===== src/rtl/mem_port_scheduler.sv =====
// Data-memory write-port scheduler: CPU has priority, two UART hold buffers drain round-robin.
// Optional starvation guard enabled by defining MEM_SCHED_STARVE_GUARD_EN.
module mem_port_scheduler #(
   parameter int unsigned DATA_MEM_ADDR_SIZE = 10,
   parameter int unsigned DATA_W             = 32,
   parameter int unsigned STARVE_LIMIT       = 8
) (
   input  logic                          clk,
   input  logic                          rst,
   input  logic                          cpuReq,
   input  logic                          cpuWe,
   input  logic [DATA_MEM_ADDR_SIZE-1:0] cpuAddr,
   input  logic [DATA_W-1:0]             cpuWData,
   input  logic                          u0Req,
   input  logic [DATA_MEM_ADDR_SIZE-1:0] u0Addr,
   input  logic [DATA_W-1:0]             u0Data,
   input  logic                          u1Req,
   input  logic [DATA_MEM_ADDR_SIZE-1:0] u1Addr,
   input  logic [DATA_W-1:0]             u1Data,
   output logic                          u0Ack,
   output logic                          u1Ack,
   output logic                          memWe,
   output logic [DATA_MEM_ADDR_SIZE-1:0] memAddr,
   output logic [DATA_W-1:0]             memWData,
   output logic                          cpuStall,
   output logic [1:0]                    pending
);

   localparam int unsigned AW = DATA_MEM_ADDR_SIZE;
   localparam int unsigned DW = DATA_W;

   typedef enum logic [1:0] {
      IDLE  = 2'd0,
      PEND  = 2'd1,
      DRAIN = 2'd2
   } schedState_t;

   schedState_t     state;
   schedState_t     stateNext;
   logic [1:0]      bufValid;
   logic [AW-1:0]   bufAddr [2];
   logic [DW-1:0]   bufData [2];
   logic            rrPtr;
   logic [1:0]      ackQ;
   logic [1:0]      uReq;
   logic [1:0]      drain;
   logic [1:0]      capture;
   logic [1:0]      validNext;
   logic            cpuOwn;
   logic            uartOwn;
   logic            sel;
   logic            stallC;

   assign uReq = {u1Req, u0Req};

`ifdef MEM_SCHED_STARVE_GUARD_EN
   localparam int unsigned CW = $clog2(STARVE_LIMIT + 1);

   logic [CW-1:0] starveCnt;

   // Counts CPU-owned cycles while a UART buffer waits; at the limit the CPU yields once.
   assign stallC = !rst && cpuReq && (state != IDLE) && (starveCnt == CW'(STARVE_LIMIT));

   always_ff @(posedge clk or posedge rst) begin
      if (rst) begin
         starveCnt <= '0;
      end else if (cpuReq && (state != IDLE) && !stallC) begin
         starveCnt <= starveCnt + CW'(1);
      end else begin
         starveCnt <= '0;
      end
   end
`else
   assign stallC = 1'b0;
`endif

   // Owner selection, memory-port mux, capture decisions and FSM next state.
   always_comb begin
      cpuOwn    = 1'b0;
      uartOwn   = 1'b0;
      sel       = 1'b0;
      drain     = 2'b00;
      capture   = 2'b00;
      validNext = bufValid;
      stateNext = state;
      memWe     = 1'b0;
      memAddr   = '0;
      memWData  = '0;

      if (bufValid == 2'b11) begin
         sel = rrPtr;
      end else begin
         sel = bufValid[1];
      end

      if (!rst) begin
         cpuOwn  = cpuReq && !stallC;
         uartOwn = !cpuOwn && (state != IDLE);
      end

      if (cpuOwn) begin
         memWe    = cpuWe;
         memAddr  = cpuAddr;
         memWData = cpuWData;
      end else if (uartOwn) begin
         memWe      = 1'b1;
         memAddr    = bufAddr[sel];
         memWData   = bufData[sel];
         drain[sel] = 1'b1;
      end

      for (int i = 0; i < 2; i++) begin
         capture[i]   = uReq[i] && (!bufValid[i] || drain[i]);
         validNext[i] = (bufValid[i] && !drain[i]) || capture[i];
      end

      if (validNext == 2'b00) begin
         stateNext = IDLE;
      end else if (uartOwn) begin
         stateNext = DRAIN;
      end else begin
         stateNext = PEND;
      end
   end

   // Control state; reset discards any buffered UART data.
   always_ff @(posedge clk or posedge rst) begin
      if (rst) begin
         state    <= IDLE;
         bufValid <= 2'b00;
         rrPtr    <= 1'b0;
         ackQ     <= 2'b00;
      end else begin
         state    <= stateNext;
         bufValid <= validNext;
         ackQ     <= capture;
         if (uartOwn) begin
            rrPtr <= ~sel;
         end
      end
   end

   // Hold-buffer payload; qualified by bufValid so it needs no reset.
   always_ff @(posedge clk) begin
      if (capture[0]) begin
         bufAddr[0] <= u0Addr;
         bufData[0] <= u0Data;
      end
      if (capture[1]) begin
         bufAddr[1] <= u1Addr;
         bufData[1] <= u1Data;
      end
   end

   assign u0Ack    = ackQ[0];
   assign u1Ack    = ackQ[1];
   assign pending  = bufValid;
   assign cpuStall = stallC;

endmodule


===== config.mk =====
export PLATFORM = sky130hd
export DESIGN_NAME = mem_port_scheduler
export DESIGN_NICKNAME = d
export VERILOG_FILES = /design/src/rtl/mem_port_scheduler.sv
export SDC_FILE = /design/constraint.sdc
export NUM_CORES = 1
export LEC_CHECK = 0
export CORE_MARGIN = 3
export CORE_UTILIZATION = 35
export DETAILED_ROUTE_END_ITERATION = 8
export DONT_BUFFER_PORTS = 1
export HOLD_SLACK_MARGIN = 0.08
export SYNTH_ARGS = -nofsm -noshare
export SYNTH_HDL_FRONTEND = slang
export SYNTH_SLANG_ARGS = --single-unit

===== constraint.sdc =====
create_clock -name clk -period 6 [get_ports clk]
set_clock_uncertainty 0.05 [all_clocks]
set_input_delay 0.6 -clock clk [delete_from_list [all_inputs] [get_ports clk]]
set_output_delay 0.6 -clock clk [all_outputs]
set_load 0.01 [all_outputs]

==> impl_metrics.env, run 1 <==
export IMPL_clock_sinks=91
export IMPL_synthCells=314
export IMPL_worst_path_largest_cell_delay_ns=0.58
export IMPL_syn_mean_instance_area_um2=13.7
export IMPL_layout_min_cycle_time_ns=3.26
export IMPL_pin_count=180
export IMPL_synthArstFlopShare=0.0769
export IMPL_wl_per_cell_um=22.9
export IMPL_slew_violations=0
export IMPL_synth_compound_area_frac=0.209
export IMPL_crit_family="buffers and inverters"
export IMPL_rows=39
export IMPL_leakagePower_uw=0.00144
export IMPL_antenna_left=0
export IMPL_grt_pass1_vias=2680
export IMPL_clk_latency_ns=0.33
export IMPL_grt_usage=0.146
export IMPL_ys_ff_latch=91
export IMPL_setup_viol=0
export IMPL_ys_seq_area_frac=0.628
export IMPL_setup_tns_ns=0
export IMPL_drt_iter0_markers=137
export IMPL_cp_start_kind="flop"
export IMPL_dr_pass1_iters=4
export IMPL_dpl_worst_slack_ns=2.90
export IMPL_max_cap_violations=0
export IMPL_clockBufferDepth=2
export IMPL_power_density_mw_per_mm2=373
export IMPL_start_util=0.367
export IMPL_ys_warn_count=0
export IMPL_gp_congestion=0.723
export IMPL_layout_drive_gt1_share=0.227
export IMPL_num_fill_cells=1083
export IMPL_numPortBuffers=0
export IMPL_synth_adder_area_share=0
export IMPL_ys_types=30
export IMPL_worst_pin_slew_ns=1.04
export IMPL_htreeDepth=3
export IMPL_synth_nets=446
export IMPL_synth_area_mm2=0.00430
export IMPL_cts_tree="done"
export IMPL_hold_slack_ns=0.285
export IMPL_path_buf_inv=2
export IMPL_critPathKind="flop to output port"
export IMPL_fin_ws_ns=2.74
export IMPL_grt_overflow=0
export IMPL_synth_edf_count=84
export IMPL_crit_fanout=43
export IMPL_drt_wl_total_mm=10.2
export IMPL_cts_inserted_buffers=9
export IMPL_rsz0062_at_grt="false"
export IMPL_critical_path_required_ns=5.35
export IMPL_fmax_ghz=0.307
export IMPL_grt_max_degree=85
export IMPL_hp_class="primary input to flop"
export IMPL_grt_pass1_wl_mm=14.6
export IMPL_antenna_found_initial=0
export IMPL_nets=431
export IMPL_core_area_mm2=0.0117
export IMPL_cp_slowest_cell="dfrtp_2"
export IMPL_die_area_mm2=0.0136
export IMPL_finalCritPeriodShare=0.543
export IMPL_cp_end_kind="output port"
export IMPL_cts_root_buffer="clkbuf_16"
export IMPL_hold_viol=0
export IMPL_most_common_layout_cells="edfxtp_1, nor2_1, nand3_1"
export IMPL_synth_top_family_by_area="compound AO/OA/AOI/OAI gates"
export IMPL_max_slew_margin_rel=0.306
export IMPL_synth_mux_area_frac=0
export IMPL_cp_cell_sequence="buf_4, inv_2, o21ai_0, a311oi_1"
export IMPL_fp_dieH_um=117
export IMPL_num_vias=2636
export IMPL_dp_hpwl_mm=6.77
export IMPL_synth_xor_area_frac=0
export IMPL_antennaDiodeCount=0
export IMPL_clk_pin_slew_ns=0.07
export IMPL_post_route_drc_count=0
export IMPL_final_common_cell="edfxtp_1"
export IMPL_ir_drop_mv=0.162
export IMPL_die_w_um=117
export IMPL_yosys_area_share_simple=0.101
export IMPL_post_cts_setup_buffers=0
export IMPL_status="finished clean"
export IMPL_ys_flop_type="edfxtp_1"
export IMPL_synthToLayoutAreaGrowth_pct=8.77
export IMPL_cp_arrival_ns=2.61
export IMPL_viasPerCell=5.90
==> cell usage after synthesis (all sizes together) (2+ instances only) <==
library cell / instances / area, µm²
a21boi: 2 / 15.0
a21o: 2 / 15.0
a311oi: 42 / 618
buf: 28 / 236
clkbuf: 4 / 17.5
dfrtp: 7 / 175
edfxtp: 84 / 2520
inv: 2 / 7.50
nand2b: 2 / 15.0
nand3: 42 / 210
nor2: 45 / 169
nor4: 2 / 12.5
o21ai: 43 / 219
==> metrics by stage <==
stage / utilization / std cells / cell area, µm² / total power [µW]
2_1_floorplan: - / 314 / 4300 / 1050
3_3_place_gp: 0.367 / 430 / 4300 / 1070
3_5_place_dp: 0.367 / 430 / 4300 / 1080
4_1_cts: 0.399 / 447 / 4670 / 1770
5_1_grt: 0.399 / 447 / 4670 / 1820
6_report: 0.399 / 447 / 4670 / 1740
==> routing by layer <==
metal	GRT usage	part of all wire	vias up	wire (µm)
met5	0	0	-	0
met4	0.0589	0.017	0	178
met3	0.0674	0.11	20	1110
met2	0.244	0.49	154	5000
met1	0.161	0.39	1261	3950
li1	-	-	1201	-
==> layout make-up <==
| class | count | area [µm²] | share of cell area |
|---|---|---|---|
| inverters | 2 | 7.51 | 0.00161 |
| well taps | 143 | 179 | 0.0383 |
| clock inverters | 6 | 136 | 0.0292 |
| clock buffers | 10 | 229 | 0.0490 |
| multi-input cells | 189 | 1370 | 0.294 |
| flip-flops and latches | 91 | 2700 | 0.578 |
| repair buffers | 6 | 47.5 | 0.0102 |
==> sequential cells by signal, summed over array words and instances (netlist names) <==
name,count
bufAddr,20
state,2
bufData,64
ackQ,2
rrPtr,1
pending,2
==> kinds of logic after synthesis <==
group,Yosys count
buffers and inverters,34
and+or+nand+nor,95
other,1
AOI/OAI and AO/OA,93
DFF,91
==> worst reg2reg max path: cells and delay by family, from the launching register on <==
family                 cells  cell delay [ns]
and+or+nand+nor            2             1.08
AOI/OAI and AO/OA          1             0.62
DFF                        1             0.50
buffers and inverters      1             0.43
==> power by group <==
part           switching, µW  internal, µW
clock network            229           451
logic                    212          88.8
registers               18.1           744
==> final timing paths <==
| path | from | cells past startpoint | slack (ns) | endpoint |
|---|---|---|---|---|
| max reg2reg | pending[0] | 4 | 2.97 | bufAddr[1][4] |
| min | rst | 1 | 0.28 | state[1] |
| min reg2reg | rrPtr | 1 | 0.48 | rrPtr |
| min in group asynchronous | rst | 2 | 0.65 | state[1] |
| max in group asynchronous | rst | 2 | 4.96 | pending[1] |
| max | pending[1] | 4 | 2.74 | memAddr[9] |
==> repair_timing <==
item	in CTS	in global routing
hold buffers	1	0
endpoints found under the hold margin	7	0
gates resized for setup	0	0
Power figures use the tool's default switching activity.
==> run 2: changes to the inputs <==
- clock period: 6 -> 2.9 ns (I/O delays scaled with it)
==> impl_metrics.env, run 2 (synthesis gave the netlist of run 1 again) <==
export IMPL_status="finished clean"
export IMPL_top_regs="bufData x64, bufAddr x20"
export IMPL_clk_pin_slew_ns=0.06
export IMPL_layout_min_cycle_time_ns=2.73
export IMPL_leakagePower_uw=0.00180
export IMPL_grt_pass1_wl_mm=17.3
export IMPL_wl_per_cell_um=21.8
export IMPL_grt_overflow=0
export IMPL_max_cap_violations=0
export IMPL_ir_drop_mv=0.366
export IMPL_antenna_left=0
export IMPL_cts_inserted_buffers=9
export IMPL_dp_cells=434
export IMPL_start_util=0.367
export IMPL_core_area_mm2=0.0117
export IMPL_synthToLayoutAreaGrowth_pct=28.7
export IMPL_dp_hpwl_mm=7.03
export IMPL_hp_class="primary input to flop"
export IMPL_cp_slowest_cell="o21ai_4"
export IMPL_cp_arrival_ns=2.39
export IMPL_gp_congestion=0.767
export IMPL_cts_tree="done"
export IMPL_cp_cell_sequence="or2_1, o21ai_4, buf_4, a311oi_2"
export IMPL_die_area_mm2=0.0136
export IMPL_antenna_found_initial=1
export IMPL_slew_violations=0
export IMPL_post_route_drc_count=0
export IMPL_drt_iter0_markers=176
export IMPL_cp_end_kind="output port"
export IMPL_worst_path_largest_cell_delay_ns=0.73
export IMPL_worst_pin_slew_ns=0.921
export IMPL_rows=39
export IMPL_power_density_mw_per_mm2=630
export IMPL_nets=522
export IMPL_grt_pass1_vias=3167
export IMPL_dpl_cell_area_mm2=0.00435
export IMPL_final_cells=539
export IMPL_most_common_layout_cells="dlygate4sd3_1, edfxtp_1, nor2_1"
export IMPL_fmax_ghz=0.367
export IMPL_cp_start_kind="flop"
export IMPL_viasPerCell=5.66
export IMPL_max_slew_margin_rel=0.384
export IMPL_die_w_um=117
export IMPL_cts_resized=0
export IMPL_fp_dieH_um=117
export IMPL_critPathKind="flop to output port"
export IMPL_setup_tns_ns=0
export IMPL_clock_sinks=91
export IMPL_clockBufferDepth=2
export IMPL_hold_viol=0
export IMPL_cts_hold_buffers=88
export IMPL_finalCritPeriodShare=0.941
export IMPL_final_common_cell="dlygate4sd3_1"
export IMPL_cts_root_buffer="clkbuf_16"
export IMPL_design_area_mm2=0.00553
export IMPL_num_fill_cells=1020
export IMPL_rsz0062_at_grt="false"
export IMPL_htreeDepth=3
export IMPL_top_register="bufData"
export IMPL_pin_count=180
export IMPL_post_cts_setup_buffers=0
export IMPL_grt_max_degree=48
export IMPL_critical_path_required_ns=2.56
export IMPL_setup_viol=0
export IMPL_layout_drive_gt1_share=0.185
export IMPL_dr_pass1_iters=4
export IMPL_largest_reg_flops=64
export IMPL_drt_wl_total_mm=11.8
export IMPL_grt_usage=0.171
export IMPL_numPortBuffers=0
export IMPL_clk_latency_ns=0.34
export IMPL_crit_fanout=22
export IMPL_num_vias=3053
run 2: cell types whose count changed in the layout (fill, tap and decap cells not counted), sizes merged:
cell         previous run  this run
buf                     5         9
diode                   0         1
dlygate4sd3             1        88
clkbuf                 10         9
bufinv                  4         1
inv                     3         2
clkinv                  0         5
run 2: worst paths after layout:
kind,start,to,slack [ns],cells past startpoint
worst max-delay path,state[1],memWData[2],0.17,4
worst max register to register,pending[1],bufAddr[0][6],0.57,4
min in group asynchronous,rst,rrPtr,0.35,2
max in group asynchronous,rst,pending[1],2.16,2
worst min-delay path,rst,state[0],0.10,2
worst min register to register,rrPtr,rrPtr,0.45,1
run 2: layer usage:
layer  global-route usage  up-vias  part of all wire
li1                     -     1389                 -
met1                0.199     1498              0.39
met2                0.299      155              0.51
met3               0.0540       11             0.085
met4               0.0612        0             0.013
met5                    0        -                 0
run 2: critical path, delay by kind of cell, from the launching register on:
kind,cells,cell delay (ns)
compound gates,2,0.85
buf+inv,1,0.51
flops,1,0.38
simple gates,1,0.29
run 2: layout make-up:
cell class | count | area (µm²) | area share
antenna | 1 | 2.50 | 0.000453
clock buffer | 9 | 225 | 0.0407
clock inverter | 7 | 68.8 | 0.0124
inverter | 2 | 7.51 | 0.00136
multi-input combinational | 189 | 1370 | 0.248
sequential | 91 | 2700 | 0.488
tap | 143 | 179 | 0.0324
timing repair buffer | 97 | 973 | 0.176
run 2: through the flow:
stage | setup slack [ns] | hold WS, ns | total power, µW | util
after floorplan | 0.295 | 0.0669 | 2170 | -
after global placement | 0.553 | 0.116 | 2260 | 0.372
after detailed placement | 0.490 | 0.126 | 2270 | 0.372
after CTS | 0.122 | 0.0872 | 3520 | 0.472
after global routing | 0.0212 | 0.113 | 3640 | 0.472
final | 0.173 | 0.102 | 3480 | 0.472
run 2: power breakdown:
| group | leakage, µW | internal, µW | switching [µW] |
|---|---|---|---|
| logic | 0.000809 | 280 | 480 |
| clock network | 0.000143 | 664 | 483 |
| registers | 0.000847 | 1540 | 37.4 |
==> run 3: changes to the inputs <==
- GPL_ROUTABILITY_DRIVEN: not set -> 0
==> results of run 3 <==
No change in the layout: final DEF, timing and power equal those of run 2.
